==> config.mk <==
export PLATFORM = sky130hd
export DESIGN_NAME = mul5_seq_ctrl_flat
export DESIGN_NICKNAME = d
export VERILOG_FILES = /design/src/rtl/mul5_pkg.sv /design/src/rtl/mul5_seq_ctrl_if.sv /design/src/rtl/addsub5.sv /design/src/rtl/mul5_seq_ctrl.sv /design/src/flat_wrapper.sv
export SDC_FILE = /design/constraint.sdc
export NUM_CORES = 1
export LEC_CHECK = 0
export CAP_MARGIN = 20
export CORE_MARGIN = 2
export CORE_UTILIZATION = 43
export DETAILED_ROUTE_END_ITERATION = 7
export DONT_BUFFER_PORTS = 1
export GPL_TIMING_DRIVEN = 0
export HOLD_SLACK_MARGIN = 0.08
export PLACE_DENSITY = 0.57
export RECOVER_POWER = 50
export SETUP_SLACK_MARGIN = 0.02
export SYNTH_ARGS = -nofsm -noshare
export SYNTH_HDL_FRONTEND = slang
export SYNTH_HIERARCHICAL = 1
export SYNTH_SLANG_ARGS = --single-unit
==> constraint.sdc <==
create_clock -name clk -period 2.4 [get_ports clk]
set_clock_uncertainty 0.15 [all_clocks]
set_input_delay 0.48 -clock clk [delete_from_list [all_inputs] [get_ports clk]]
set_output_delay 0.48 -clock clk [all_outputs]
set_load 0.01 [all_outputs]
==> src/rtl/mul5_pkg.sv <==
// Shared types and sizes for the 5x5 sequential multiplier.
// Build with MUL5_SIGNED_EN defined for two's-complement Booth operation.
package mul5_pkg;
   localparam int W     = 5;
   localparam int CNT_W = 3;
   localparam int ACC_W = 2 * W + 1;

   typedef enum logic [1:0] {
      IDLE = 2'd0,
      CALC = 2'd1,
      DONE = 2'd2
   } state_t;

   typedef logic [ACC_W-1:0] acc_t;
endpackage

==> src/rtl/mul5_seq_ctrl_if.sv <==
// Operand/result handshake bundle for mul5_seq_ctrl, plus debug visibility of the FSM.
interface mul5_seq_ctrl_if;
   import mul5_pkg::*;

   // A transfer happens on a rising clk edge where valid and ready are both high;
   // valid must not depend on ready, and the sender holds its payload until the transfer.
   logic           start_valid;
   logic           start_ready;
   logic [W-1:0]   a;
   logic [W-1:0]   b;
   logic           abort;
   logic           res_valid;
   logic           res_ready;
   logic [2*W-1:0] product;
   logic           busy;
   state_t         dbg_state;
   acc_t           dbg_acc;

   modport master (
      output start_valid, a, b, abort, res_ready,
      input  start_ready, res_valid, product, busy, dbg_state, dbg_acc
   );

   modport slave (
      input  start_valid, a, b, abort, res_ready,
      output start_ready, res_valid, product, busy, dbg_state, dbg_acc
   );
endinterface

==> src/rtl/addsub5.sv <==
// 5-bit ripple adder/subtractor; cin=1 inverts b, giving a - b with the carry out in sum_o[5].
module addsub5
   import mul5_pkg::*;
(
   input  logic [W-1:0] a_i,
   input  logic [W-1:0] b_i,
   input  logic         cin_i,
   output logic [W:0]   sum_o
);
   logic [W-1:0] bx;
   logic         carry;

   assign bx = b_i ^ {W{cin_i}};

   always_comb begin
      sum_o = '0;
      carry = cin_i;
      for (int i = 0; i < W; i++) begin
         sum_o[i] = a_i[i] ^ bx[i] ^ carry;
         carry    = (a_i[i] & bx[i]) | (a_i[i] & carry) | (bx[i] & carry);
      end
      sum_o[W] = carry;
   end
endmodule

==> src/rtl/mul5_seq_ctrl.sv <==
// Multi-cycle 5x5 shift-and-add multiplier reusing one addsub5 over W iterations.
// Define MUL5_SIGNED_EN to switch to radix-2 Booth with a signed 10-bit product.
module mul5_seq_ctrl
   import mul5_pkg::*;
(
   input logic            clk,
   input logic            rst_n,
   mul5_seq_ctrl_if.slave bus
);
   state_t           state_q, state_d;
   acc_t             p_q, p_d;
   logic [W-1:0]     mcand_q, mcand_d;
   logic [CNT_W-1:0] cnt_q, cnt_d;
   logic [W-1:0]     add_a, add_b;
   logic             add_cin;
   logic [W:0]       add_sum;
`ifdef MUL5_SIGNED_EN
   logic             pm1_q, pm1_d;
   logic             sign_ext;
`endif

   addsub5 u_addsub (
      .a_i   (add_a),
      .b_i   (add_b),
      .cin_i (add_cin),
      .sum_o (add_sum)
   );

   always_comb begin
      add_a   = p_q[2*W-1:W];
      add_b   = '0;
      add_cin = 1'b0;
`ifdef MUL5_SIGNED_EN
      case ({p_q[0], pm1_q})
         2'b01:   add_b = mcand_q;
         2'b10: begin
            add_b   = mcand_q;
            add_cin = 1'b1;
         end
         default: ;
      endcase
`else
      if (p_q[0]) add_b = mcand_q;
`endif
   end

`ifdef MUL5_SIGNED_EN
   // True sign of the 6-bit signed sum; the raw carry is not a sign bit.
   assign sign_ext = add_a[W-1] ^ add_b[W-1] ^ add_cin ^ add_sum[W];
`endif

   always_comb begin
      state_d = state_q;
      p_d     = p_q;
      mcand_d = mcand_q;
      cnt_d   = cnt_q;
`ifdef MUL5_SIGNED_EN
      pm1_d   = pm1_q;
`endif
      case (state_q)
         IDLE: begin
            if (bus.start_valid) begin
               mcand_d = bus.a;
               p_d     = {1'b0, {W{1'b0}}, bus.b};
               cnt_d   = '0;
`ifdef MUL5_SIGNED_EN
               pm1_d   = 1'b0;
`endif
               state_d = CALC;
            end
         end
         CALC: begin
            if (bus.abort) begin
               state_d = IDLE;
            end else begin
`ifdef MUL5_SIGNED_EN
               p_d   = {sign_ext, sign_ext, add_sum[W-1:0], p_q[W-1:1]};
               pm1_d = p_q[0];
`else
               p_d   = {1'b0, add_sum, p_q[W-1:1]};
`endif
               cnt_d = cnt_q + CNT_W'(1);
               if (cnt_q == CNT_W'(W - 1)) state_d = DONE;
            end
         end
         DONE: begin
            if (bus.abort || bus.res_ready) state_d = IDLE;
         end
         default: state_d = IDLE;
      endcase
   end

   always_ff @(posedge clk or negedge rst_n) begin
      if (!rst_n) begin
         state_q <= IDLE;
         p_q     <= '0;
         mcand_q <= '0;
         cnt_q   <= '0;
`ifdef MUL5_SIGNED_EN
         pm1_q   <= 1'b0;
`endif
      end else begin
         state_q <= state_d;
         p_q     <= p_d;
         mcand_q <= mcand_d;
         cnt_q   <= cnt_d;
`ifdef MUL5_SIGNED_EN
         pm1_q   <= pm1_d;
`endif
      end
   end

   assign bus.start_ready = (state_q == IDLE);
   assign bus.res_valid   = (state_q == DONE);
   assign bus.busy        = (state_q != IDLE);
   assign bus.product     = (state_q == DONE) ? p_q[2*W-1:0] : '0;
   assign bus.dbg_state   = state_q;
   assign bus.dbg_acc     = p_q;
endmodule

==> src/flat_wrapper.sv <==
// flat-port wrapper written by rule: the top's interface ports become plain ports
module mul5_seq_ctrl_flat import mul5_pkg::*;
  (clk, rst_n, bus_start_valid, bus_a, bus_b, bus_abort, bus_res_ready, bus_start_ready, bus_res_valid, bus_product, bus_busy, bus_dbg_state, bus_dbg_acc);
  mul5_seq_ctrl_if bus_i ();
  input logic clk;
  input logic rst_n;
  input wire logic [$bits(bus_i.start_valid)-1:0] bus_start_valid;
  input wire logic [$bits(bus_i.a)-1:0] bus_a;
  input wire logic [$bits(bus_i.b)-1:0] bus_b;
  input wire logic [$bits(bus_i.abort)-1:0] bus_abort;
  input wire logic [$bits(bus_i.res_ready)-1:0] bus_res_ready;
  output wire logic [$bits(bus_i.start_ready)-1:0] bus_start_ready;
  output wire logic [$bits(bus_i.res_valid)-1:0] bus_res_valid;
  output wire logic [$bits(bus_i.product)-1:0] bus_product;
  output wire logic [$bits(bus_i.busy)-1:0] bus_busy;
  output wire logic [$bits(bus_i.dbg_state)-1:0] bus_dbg_state;
  output wire logic [$bits(bus_i.dbg_acc)-1:0] bus_dbg_acc;
  assign bus_i.start_valid = bus_start_valid;
  assign bus_i.a = bus_a;
  assign bus_i.b = bus_b;
  assign bus_i.abort = bus_abort;
  assign bus_i.res_ready = bus_res_ready;
  assign bus_start_ready = bus_i.start_ready;
  assign bus_res_valid = bus_i.res_valid;
  assign bus_product = bus_i.product;
  assign bus_busy = bus_i.busy;
  assign bus_dbg_state = bus_i.dbg_state;
  assign bus_dbg_acc = bus_i.dbg_acc;
  mul5_seq_ctrl u_core (.clk(clk), .rst_n(rst_n), .bus(bus_i));
endmodule
==> metrics.cfg, run 1 <==
[clock_tree]
cts_max_level=1
clock_sinks=20
cts_tree=yes
cts_root_buffer=clkbuf_4
cts_made_buffers=3
path_clk_slew_ns=0.11
clockBufferDepth=2
clock_latency_ns=0.30

[setup_path]
r2r_setup_slack_ns=-0.36
crit_path_end_kind=register
crit_path_max_fanout=8
worst_ep_arrival_time_ns=2.81
r2r_cells=10
worst-endpoint-required_ns=2.45
path_class=reg2reg
cp-start-kind=register

[die]
die_w_um=58.2
die_area_sq_mm=0.00339
start_util=0.454
chipHeight_um=58.2
rows=19
coreArea_sq_mm=0.00278
io_pins=41

[power]
vdd_ir_drop_max_uv=608
fin_total_pwr_w=0.00141
p_leak_nw=0.661
powerDensity_mw_per_mm2=1010

[yosys]
postSynthAreaPerCell_sq_um=11.8
synth.cell_area_sq_mm=0.00126
ys_warn_count=6
synth_cell_types=26
ys_ff_latch=20
synthCells=107
ys_seq_area_frac=0.396

[timing]
period_needed_ns=2.76
fin_crit_sh=1.15
final.setup.worst_slack_ns=-0.361
rsz0062_at_grt=yes
timing_hold_violations_final=0
worst_pin_slew_ns=0.958
timing.fmax_ghz=0.362
finalSetupViolations=3
drv_slew=0
max_slew_margin=0.359

[final_layout]
layout-area-overhead-vs-synth_pct=10.9
multi_input_area_sq_um=706
fillers=266
regArea_sq_um=504
drive_above_1_share=0.386
n_antenna_cell=0
nets=137

[hold_path]
hold_depth=1
hold_path.class=in2reg

[global_routing]
grt_pass1_wl_mm=3.83
antenna_found_initial=0
grt_start_max_net_pins=21
grt_overflow_total=0
grt_usage=0.150
grt_pass1_vias=798

[placed_design]
gp_congestion=0.704
pre_cts_ws_ns=-0.489
portBuffers=0
hpwl_mm=1.66

[drt]
drt_first_iter_violations=16
route.detailed.drc=0
dr.pass1.iters=4
vias_per_cell=5.48
detail-route-antenna-nets=0
vias=794
wl_per_cell_um=15.3
wirelength_mm=2.22

[run_status]
status=complete, but fails checks
violations=negative setup slack

[flow_run]
maxCapViolCount=0

-- placed cells by master (no fill, tap or decap), drive strengths merged, types with 2 or more instances in the layout --
master       count
conb             2
inv              9
a21o             6
xnor2            3
nor2             3
dlygate4sd3      2
ha               2
fa               4
nor3b            2
clkbuf           5
dfrtp           20
and2            15
buf              7
nor4bb           6
nand2b           2
xor2             3
mux2            17
-- cell usage after synthesis --
cell / number / area share
nor4bb_1: 6 / 0.048
or2_2: 1 / 0.0050
conb_1: 1 / 0.0030
mux2_2: 14 / 0.12
nand3b_1: 1 / 0.0059
and2b_1: 1 / 0.0059
buf_4: 2 / 0.012
and2_1: 15 / 0.074
fa_1: 4 / 0.063
nor3b_4: 2 / 0.030
mux2i_1: 1 / 0.0079
clkbuf_1: 2 / 0.0059
ha_1: 2 / 0.020
nand2b_1: 2 / 0.0099
mux2_4: 3 / 0.036
a21o_1: 6 / 0.036
nor2_2: 1 / 0.0050
dfrtp_1: 20 / 0.40
xor2_1: 3 / 0.021
nand2_1: 1 / 0.0030
buf_6: 3 / 0.027
nor2_1: 2 / 0.0059
buf_2: 1 / 0.0040
inv_1: 9 / 0.027
xnor2_1: 3 / 0.021
a21oi_1: 1 / 0.0040
-- flip-flops by register name, indices dropped and copies added (netlist names) --
register / cells
u_core/bus.dbg_acc: 10
u_core/mcand_q: 5
u_core/cnt_q: 3
u_core/bus.dbg_state: 2
-- worst paths after layout --
path                                            start                       to
worst max-delay path            u_core/bus.dbg_acc[0]    u_core/bus.dbg_acc[8]
worst min-delay path                         bus_a[0]        u_core/mcand_q[0]
worst max register to register  u_core/bus.dbg_acc[0]    u_core/bus.dbg_acc[8]
worst min register to register      u_core/mcand_q[2]        u_core/mcand_q[2]
max in group asynchronous                       rst_n  u_core/bus.dbg_state[0]
min in group asynchronous                       rst_n    u_core/bus.dbg_acc[4]
-- through the flow --
stage | TNS, ns | util | area (sq um) | instances | hold WS [ns]
3_3_place_gp | -1.02 | 0.472 | 1310 | 139 | 0.0350
2_1_floorplan | -0.590 | - | 1270 | 108 | 0.0344
4_1_cts | -0.957 | 0.502 | 1400 | 145 | 0.153
3_5_place_dp | -1.15 | 0.472 | 1310 | 139 | 0.0349
5_1_grt | -1.35 | 0.503 | 1400 | 145 | 0.145
6_report | -0.845 | 0.503 | 1400 | 145 | 0.170
-- power breakdown --
part / leakage, nW / switching (W) / internal (W) / total [W]
clock: 0.0138 / 0.000101 / 0.0000586 / 0.000160
sequential: 0.245 / 0.000163 / 0.000457 / 0.000620
combinational: 0.402 / 0.000238 / 0.000396 / 0.000634
-- cells by family after synthesis --
| group | count (synthesis) | synth area share |
|---|---|---|
| compound gates | 7 | 0.0396 |
| xor+xnor | 6 | 0.0416 |
| fa+ha+maj | 6 | 0.0833 |
| buf+inv | 17 | 0.0753 |
| flops | 20 | 0.396 |
| mux | 18 | 0.168 |
| other cells | 1 | 0.00297 |
| simple gates | 32 | 0.192 |
-- worst max-delay path, stage by stage, from the launching register on --
cell,delay [ns]
dfrtp_2,0.47
and2_4,0.18
xor2_2,0.16
fa_2,0.22
inv_2,0.04
fa_2,0.33
fa_2,0.34
inv_2,0.06
fa_1,0.41
nor4bb_4,0.16
a21o_1,0.15
-- repair_timing --
action | in CTS | in global routing
pin swaps | 5 | 2
hold endpoints to repair | 21 | 0
endpoints found under the setup margin | 13 | 13
gates resized for setup | 10 | 4
setup buffers | 1 | 0
hold buffers | 2 | 0
-- final cells by class --
cell class / count / area share
Buffer: 8 / 0.0483
Sequential cell: 20 / 0.360
Tap cell: 31 / 0.0277
Inverter: 9 / 0.0241
Timing Repair Buffer: 3 / 0.0197
Clock buffer: 3 / 0.0161
Multi-Input combinational cell: 71 / 0.504
-- per-layer routing --
metal	part of all wire	track usage	wire, um	vias to the layer above
met2	0.47	0.237	1040	32
met3	0.077	0.0580	172	4
met4	0.0095	0.0299	21	0
li1	-	-	-	362
met1	0.44	0.197	987	396
met5	0	0	0	-
Power figures use the tool's default switching activity.
==> inputs of run 2 (changes only) <==
Settings changed: HOLD_SLACK_MARGIN 0.08 to 0.1, TNS_END_PERCENT set to 100.
==> results of run 2 <==
The final DEF is identical to that of run 1; final timing and power are the same.
